--- src/rtl/iccm_port_arbiter_if.sv ---
// Bus bundle between the ICCM port arbiter, its three sources and the ICCM macro.
interface iccm_port_arbiter_if #(
  parameter int unsigned ADDR_W = 14,
  parameter int unsigned DATA_W = 32
);
  logic              ld_we_i;
  logic [ADDR_W-1:0] ld_addr_i;
  logic [DATA_W-1:0] ld_wdata_i;
  logic              ld_lock_i;

  logic              r0_req_i;
  logic              r0_we_i;
  logic [ADDR_W-1:0] r0_addr_i;
  logic [DATA_W-1:0] r0_wdata_i;
  logic              r0_gnt_o;
  logic              r0_rvalid_o;
  logic [DATA_W-1:0] r0_rdata_o;

  logic              r1_req_i;
  logic              r1_we_i;
  logic [ADDR_W-1:0] r1_addr_i;
  logic [DATA_W-1:0] r1_wdata_i;
  logic              r1_gnt_o;
  logic              r1_rvalid_o;
  logic [DATA_W-1:0] r1_rdata_o;

  logic              mem_req_o;
  logic              mem_we_o;
  logic [ADDR_W-1:0] mem_addr_o;
  logic [DATA_W-1:0] mem_wdata_o;
  logic [DATA_W-1:0] mem_rdata_i;

  // Environment side: loader, requesters and SRAM model.
  modport master (
    output ld_we_i, ld_addr_i, ld_wdata_i, ld_lock_i,
    output r0_req_i, r0_we_i, r0_addr_i, r0_wdata_i,
    input  r0_gnt_o, r0_rvalid_o, r0_rdata_o,
    output r1_req_i, r1_we_i, r1_addr_i, r1_wdata_i,
    input  r1_gnt_o, r1_rvalid_o, r1_rdata_o,
    input  mem_req_o, mem_we_o, mem_addr_o, mem_wdata_o,
    output mem_rdata_i
  );

  // Arbiter side.
  modport slave (
    input  ld_we_i, ld_addr_i, ld_wdata_i, ld_lock_i,
    input  r0_req_i, r0_we_i, r0_addr_i, r0_wdata_i,
    output r0_gnt_o, r0_rvalid_o, r0_rdata_o,
    input  r1_req_i, r1_we_i, r1_addr_i, r1_wdata_i,
    output r1_gnt_o, r1_rvalid_o, r1_rdata_o,
    output mem_req_o, mem_we_o, mem_addr_o, mem_wdata_o,
    input  mem_rdata_i
  );
endinterface

--- src/rtl/iccm_port_arbiter.sv ---
// Single-port ICCM sharing: loader writes (absolute priority, one-entry pending
// register) plus two round-robin req/gnt/rvalid requesters.
module iccm_port_arbiter #(
  parameter int unsigned ADDR_W = 14,
  parameter int unsigned DATA_W = 32
) (
  input logic                 clk_i,
  input logic                 rst_i,
  iccm_port_arbiter_if.slave  bus
);

  logic              pend_v_q;
  logic [ADDR_W-1:0] pend_addr_q;
  logic [DATA_W-1:0] pend_data_q;

  // rr_q holds the last granted index; 1 at reset so requester 0 wins the first tie.
  logic              rr_q;

  logic              resp_v_q;
  logic              resp_owner_q;
  logic              resp_we_q;

  logic [ADDR_W-1:0] addr_hold_q;
  logic [DATA_W-1:0] data_hold_q;

  logic              gnt0;
  logic              gnt1;
  logic              issue;
  logic              issue_we;
  logic [ADDR_W-1:0] issue_addr;
  logic [DATA_W-1:0] issue_data;

  always_comb begin
    gnt0 = 1'b0;
    gnt1 = 1'b0;
    if (!rst_i && !pend_v_q && !bus.ld_lock_i) begin
      if (bus.r0_req_i && bus.r1_req_i) begin
        gnt0 = rr_q;
        gnt1 = !rr_q;
      end else begin
        gnt0 = bus.r0_req_i;
        gnt1 = bus.r1_req_i;
      end
    end
  end

  always_comb begin
    issue      = pend_v_q || gnt0 || gnt1;
    issue_we   = 1'b0;
    issue_addr = addr_hold_q;
    issue_data = data_hold_q;
    if (pend_v_q) begin
      issue_we   = 1'b1;
      issue_addr = pend_addr_q;
      issue_data = pend_data_q;
    end else if (gnt0) begin
      issue_we   = bus.r0_we_i;
      issue_addr = bus.r0_addr_i;
      issue_data = bus.r0_wdata_i;
    end else if (gnt1) begin
      issue_we   = bus.r1_we_i;
      issue_addr = bus.r1_addr_i;
      issue_data = bus.r1_wdata_i;
    end
  end

  always_ff @(posedge clk_i or posedge rst_i) begin
    if (rst_i) begin
      pend_v_q    <= 1'b0;
      pend_addr_q <= '0;
      pend_data_q <= '0;
    end else if (bus.ld_we_i) begin
      // A strobe in the issue cycle simply refills; the old entry leaves this cycle.
      pend_v_q    <= 1'b1;
      pend_addr_q <= bus.ld_addr_i;
      pend_data_q <= bus.ld_wdata_i;
    end else begin
      pend_v_q    <= 1'b0;
    end
  end

  always_ff @(posedge clk_i or posedge rst_i) begin
    if (rst_i) begin
      rr_q         <= 1'b1;
      resp_v_q     <= 1'b0;
      resp_owner_q <= 1'b0;
      resp_we_q    <= 1'b0;
      addr_hold_q  <= '0;
      data_hold_q  <= '0;
    end else begin
      resp_v_q <= gnt0 || gnt1;
      if (gnt0 || gnt1) begin
        rr_q         <= gnt1;
        resp_owner_q <= gnt1;
        resp_we_q    <= issue_we;
      end
      if (issue) begin
        addr_hold_q <= issue_addr;
        data_hold_q <= issue_data;
      end
    end
  end

  always_comb begin
    bus.r0_gnt_o    = gnt0;
    bus.r1_gnt_o    = gnt1;
    bus.mem_req_o   = issue;
    bus.mem_we_o    = issue && issue_we;
    bus.mem_addr_o  = issue_addr;
    bus.mem_wdata_o = issue_data;
    bus.r0_rvalid_o = resp_v_q && !resp_owner_q;
    bus.r1_rvalid_o = resp_v_q && resp_owner_q;
    bus.r0_rdata_o  = (resp_v_q && !resp_owner_q && !resp_we_q) ? bus.mem_rdata_i : '0;
    bus.r1_rdata_o  = (resp_v_q && resp_owner_q && !resp_we_q) ? bus.mem_rdata_i : '0;
  end

endmodule

--- src/flat_wrapper.sv ---
// flat-port wrapper written by rule: the top's interface ports become plain ports
module iccm_port_arbiter_flat 
#(
  parameter int unsigned ADDR_W = 14,
  parameter int unsigned DATA_W = 32
)
  (clk_i, rst_i, bus_ld_we_i, bus_ld_addr_i, bus_ld_wdata_i, bus_ld_lock_i, bus_r0_req_i, bus_r0_we_i, bus_r0_addr_i, bus_r0_wdata_i, bus_r0_gnt_o, bus_r0_rvalid_o, bus_r0_rdata_o, bus_r1_req_i, bus_r1_we_i, bus_r1_addr_i, bus_r1_wdata_i, bus_r1_gnt_o, bus_r1_rvalid_o, bus_r1_rdata_o, bus_mem_req_o, bus_mem_we_o, bus_mem_addr_o, bus_mem_wdata_o, bus_mem_rdata_i);
  iccm_port_arbiter_if #(.ADDR_W(ADDR_W), .DATA_W(DATA_W)) bus_i ();
  input logic clk_i;
  input logic rst_i;
  input wire logic [$bits(bus_i.ld_we_i)-1:0] bus_ld_we_i;
  input wire logic [$bits(bus_i.ld_addr_i)-1:0] bus_ld_addr_i;
  input wire logic [$bits(bus_i.ld_wdata_i)-1:0] bus_ld_wdata_i;
  input wire logic [$bits(bus_i.ld_lock_i)-1:0] bus_ld_lock_i;
  input wire logic [$bits(bus_i.r0_req_i)-1:0] bus_r0_req_i;
  input wire logic [$bits(bus_i.r0_we_i)-1:0] bus_r0_we_i;
  input wire logic [$bits(bus_i.r0_addr_i)-1:0] bus_r0_addr_i;
  input wire logic [$bits(bus_i.r0_wdata_i)-1:0] bus_r0_wdata_i;
  output wire logic [$bits(bus_i.r0_gnt_o)-1:0] bus_r0_gnt_o;
  output wire logic [$bits(bus_i.r0_rvalid_o)-1:0] bus_r0_rvalid_o;
  output wire logic [$bits(bus_i.r0_rdata_o)-1:0] bus_r0_rdata_o;
  input wire logic [$bits(bus_i.r1_req_i)-1:0] bus_r1_req_i;
  input wire logic [$bits(bus_i.r1_we_i)-1:0] bus_r1_we_i;
  input wire logic [$bits(bus_i.r1_addr_i)-1:0] bus_r1_addr_i;
  input wire logic [$bits(bus_i.r1_wdata_i)-1:0] bus_r1_wdata_i;
  output wire logic [$bits(bus_i.r1_gnt_o)-1:0] bus_r1_gnt_o;
  output wire logic [$bits(bus_i.r1_rvalid_o)-1:0] bus_r1_rvalid_o;
  output wire logic [$bits(bus_i.r1_rdata_o)-1:0] bus_r1_rdata_o;
  output wire logic [$bits(bus_i.mem_req_o)-1:0] bus_mem_req_o;
  output wire logic [$bits(bus_i.mem_we_o)-1:0] bus_mem_we_o;
  output wire logic [$bits(bus_i.mem_addr_o)-1:0] bus_mem_addr_o;
  output wire logic [$bits(bus_i.mem_wdata_o)-1:0] bus_mem_wdata_o;
  input wire logic [$bits(bus_i.mem_rdata_i)-1:0] bus_mem_rdata_i;
  assign bus_i.ld_we_i = bus_ld_we_i;
  assign bus_i.ld_addr_i = bus_ld_addr_i;
  assign bus_i.ld_wdata_i = bus_ld_wdata_i;
  assign bus_i.ld_lock_i = bus_ld_lock_i;
  assign bus_i.r0_req_i = bus_r0_req_i;
  assign bus_i.r0_we_i = bus_r0_we_i;
  assign bus_i.r0_addr_i = bus_r0_addr_i;
  assign bus_i.r0_wdata_i = bus_r0_wdata_i;
  assign bus_r0_gnt_o = bus_i.r0_gnt_o;
  assign bus_r0_rvalid_o = bus_i.r0_rvalid_o;
  assign bus_r0_rdata_o = bus_i.r0_rdata_o;
  assign bus_i.r1_req_i = bus_r1_req_i;
  assign bus_i.r1_we_i = bus_r1_we_i;
  assign bus_i.r1_addr_i = bus_r1_addr_i;
  assign bus_i.r1_wdata_i = bus_r1_wdata_i;
  assign bus_r1_gnt_o = bus_i.r1_gnt_o;
  assign bus_r1_rvalid_o = bus_i.r1_rvalid_o;
  assign bus_r1_rdata_o = bus_i.r1_rdata_o;
  assign bus_mem_req_o = bus_i.mem_req_o;
  assign bus_mem_we_o = bus_i.mem_we_o;
  assign bus_mem_addr_o = bus_i.mem_addr_o;
  assign bus_mem_wdata_o = bus_i.mem_wdata_o;
  assign bus_i.mem_rdata_i = bus_mem_rdata_i;
  iccm_port_arbiter #(.ADDR_W(ADDR_W), .DATA_W(DATA_W)) u_core (.clk_i(clk_i), .rst_i(rst_i), .bus(bus_i));
endmodule
--- config.mk ---
export PLATFORM = sky130hd
export DESIGN_NAME = iccm_port_arbiter_flat
export DESIGN_NICKNAME = d
export VERILOG_FILES = /design/src/rtl/iccm_port_arbiter_if.sv /design/src/rtl/iccm_port_arbiter.sv /design/src/flat_wrapper.sv
export SDC_FILE = /design/constraint.sdc
export NUM_CORES = 1
export LEC_CHECK = 0
export ABC_AREA = 1
export CAP_MARGIN = 30
export CORE_UTILIZATION = 41
export DETAILED_ROUTE_END_ITERATION = 8
export GPL_TIMING_DRIVEN = 0
export HOLD_SLACK_MARGIN = 0.06
export PLACE_DENSITY = 0.84
export SLEW_MARGIN = 30
export SYNTH_ARGS = -nofsm -noshare
export SYNTH_HDL_FRONTEND = slang
export SYNTH_SLANG_ARGS = --single-unit
--- constraint.sdc ---
create_clock -name clk_i -period 5 [get_ports clk_i]
set_clock_uncertainty 0.1 [all_clocks]
set_input_delay 0.75 -clock clk_i [delete_from_list [all_inputs] [get_ports clk_i]]
set_output_delay 0.75 -clock clk_i [all_outputs]
set_load 0.05 [all_outputs]
==> impl_metrics.env <==
export IMPL_num_vias=6242
export IMPL_clockRootBuffer="clkbuf_16"
export IMPL_cts_made_buffers=9
export IMPL_core_mm2=0.01383
export IMPL_combPwrFrac=0.345
export IMPL_worstSetupPathType="primary input to output pin"
export IMPL_clock_sinks=97
export IMPL_hp_class="register to register"
export IMPL_place_inst=1303
export IMPL_synthCells=827
export IMPL_grt_max_degree=30
export IMPL_die_area_mm2=0.01461
export IMPL_ys_types=15
export IMPL_power_share_clock=0.284
export IMPL_rsz0062_at_grt="no"
export IMPL_syn2layout_area_growth_pct=60.93
export IMPL_finalPower_mw=2.457
export IMPL_antenna_found_initial=0
export IMPL_placed_cell_area_mm2=0.009022
export IMPL_std_cell_rows=43
export IMPL_ant_nets=0
export IMPL_yosysMostFrequentCell="nand2_1"
export IMPL_synth_commonest_cells="287 x nand2_1, 143 x nand3_1, 131 x inv_1"
export IMPL_fin_area_mm2=0.009323
export IMPL_hold_ws_ns=0.3891
export IMPL_fillers=1165
export IMPL_tritoncts="built"
export IMPL_cts_htree_levels=3
export IMPL_top_level_ports=294
export IMPL_post_route_min_period_ns=4.636
export IMPL_synth_enable_flop_cells=0
export IMPL_ys_seq_area_frac=0.4192
export IMPL_fmax_mhz=215.7
export IMPL_setup_viol=0
export IMPL_hpwl_um=15030
export IMPL_finalCritPeriodShare=0.9272
export IMPL_leakagePower_nw=4.872
export IMPL_drive_above_1_share=0.09658
export IMPL_drtIter0Drc=325
export IMPL_mappedNetlistNets=1005
export IMPL_crit_fanout=21
export IMPL_p_sw_frac=0.3378
export IMPL_yosysTopAreaCell="dfrtp_1"
export IMPL_grt_pass1_vias=5875
export IMPL_start_util=0.4190
export IMPL_seqPwrFrac=0.372
export IMPL_synth_flop_cell="dfrtp_1"
export IMPL_grt_pass1_wl_um=29500
export IMPL_fin_setup_tns_ns=0
export IMPL_die_x_um=120.9
export IMPL_power_density_mw_per_mm2=263.6
export IMPL_yosys_warnings=0
export IMPL_maxSlewHeadroom=0.5386
export IMPL_grtUsageTotal=0.2641
export IMPL_yosys_top_cells_area="dfrtp_1 41%, nand2_1 19%, nand3_1 12%, mux2_2 8.9%, inv_1 8.5%"
export IMPL_place_gp_congestion=0.8840
export IMPL_switching_power_uw=830.2
export IMPL_stdcell_count=1319
export IMPL_synth_top_cell_area_share=0.4147
export IMPL_wl_per_cell_um=14.87
export IMPL_avgSynthCellArea_um2=7.005
export IMPL_tightestPinTransition_ns=0.6921
export IMPL_drc_errors=0
export IMPL_grt_ovfl_total=0
export IMPL_viasPerCell=4.732
export IMPL_clk_latency_ns=0.34
export IMPL_intPower_mw=1.627
export IMPL_max_vdd_ir_drop_uv=162.8
export IMPL_nets=1313
export IMPL_fp_dieH_um=120.9
export IMPL_endpoint_kind="output pin"
export IMPL_async_flop_share=1.000
export IMPL_hold_violations=0
export IMPL_cts_path_max_buffers=2
export IMPL_slew_viol_final=0
export IMPL_first_pass_iters=5
export IMPL_clk_pin_slew_ns=0.07
export IMPL_synth_seq_cells=97
export IMPL_routed_wl_um=19610
export IMPL_n_antenna_cell=0
export IMPL_status="complete, no violations"
export IMPL_cap_violations=0
export IMPL_io_buffers=293
export IMPL_cp_data_required_time_ns=4.15
export IMPL_synthesis_area_mm2=0.005793
export IMPL_critical_path_startpoint_type="primary input"
export IMPL_arrival_ns=3.79
per-stage QoR:
step                setup WS (ns)    util
floorplan                  0.6672       -
global placement           -1.183  0.6476
detailed placement         0.1592  0.6525
CTS                        0.1426  0.6739
global route               0.1653  0.6742
finish                     0.3639  0.6742
timing repair:
| action | CTS | global route |
|---|---|---|
| buffers inserted | 0 | 0 |
| setup endpoints to repair | 0 | 28 |
| endpoints found under the hold margin | 0 | 0 |
| hold buffers | 0 | 0 |
| resized for setup | 0 | 0 |
power by group through the flow:
stage	clock, mW	sequential, mW	combinational [mW]
floorplan	0	0.917	0.505
global placement	0	0.924	0.829
detailed placement	0	0.927	0.847
CTS	0.706	0.913	0.851
global route	0.740	0.922	0.911
finish	0.697	0.914	0.847
layout by cell type (no fill, tap or decap):
cell type and instances:
clkdlybuf4s50_1 293, nand2_1 287, nand3_1 143, inv_1 130
dfrtp_1 96, nor2_1 65, mux2_2 46, buf_2 26
clkbuf_1 13, buf_4 12, clkbuf_16 9, clkinvlp_4 2
inv_2 2, o211ai_1 2, clkinv_2 2, buf_12 2
nor2_4 1, a21oi_2 1, nand2_2 1, bufinv_16 1
clkinv_4 1, clkbuf_8 1, clkinvlp_2 1, buf_16 1
dfstp_2 1
path summary, 6_finish.rpt:
path / cells past startpoint / start / slack, ns / end
max in group asynchronous: 4 / rst_i / 3.45 / u_core.pend_addr_q[3]
setup reg to reg: 9 / u_core.rr_q / 3.20 / u_core.data_hold_q[1]
setup / recovery: 11 / rst_i / 0.36 / bus_mem_wdata_o[4]
hold / removal: 2 / u_core.pend_data_q[0] / 0.39 / u_core.data_hold_q[0]
hold reg to reg: 2 / u_core.pend_data_q[0] / 0.39 / u_core.data_hold_q[0]
min in group asynchronous: 2 / rst_i / 0.72 / u_core.pend_data_q[9]
layer usage:
metal | routed length (µm) | vias to the layer above | track usage
li1 | - | 3130 | -
met1 | 7281 | 2813 | 0.2952
met2 | 10260 | 265 | 0.4879
met3 | 1625 | 34 | 0.06438
met4 | 441 | 0 | 0.08488
met5 | 0 | - | 0
area by class of cell:
cell class / count / area [µm²] / area share
tap: 180 / 225.2 / 0.02416
sequential: 97 / 2429 / 0.2605
timing repair buffer: 296 / 3000 / 0.3218
timing repair inverter: 1 / 5.005 / 0.0005368
clock buffer: 10 / 239.0 / 0.02563
buffer: 51 / 269.0 / 0.02886
inverter: 133 / 503.0 / 0.05395
multi-input combinational: 546 / 2596 / 0.2785
clock inverter: 5 / 56.30 / 0.006039
registers in the layout (all words and copies together) (netlist names):
name	flops
u_core.data_hold_q	32
u_core.resp_owner_q	1
u_core.pend_data_q	32
u_core.pend_addr_q	14
u_core.pend_v_q	1
u_core.rr_q	1
u_core.addr_hold_q	14
u_core.resp_we_q	1
u_core.resp_v_q	1
kinds of logic (layout without fill, tap and decap cells):
logic type / after synthesis / after routing / synth area share
AND/OR/NAND/NOR: 497 / 497 / 0.3546
flip-flops: 97 / 97 / 0.4192
multiplexers: 46 / 46 / 0.08942
buffers and inverters: 184 / 496 / 0.1326
AO/OA/AOI/OAI: 3 / 3 / 0.004103
worst max-delay path: stages:
cell and delay [ns]:
clkdlybuf4s50_1 0.56, clkinvlp_4 0.38, buf_16 0.30, nand2_1 0.11, nor2_4 0.05, nand2_1 0.30, buf_2 0.33, nand3_1 0.12
nand2_1 0.09, nand2_1 0.05, clkdlybuf4s50_1 0.71
(Power assumes the default switching activity.)
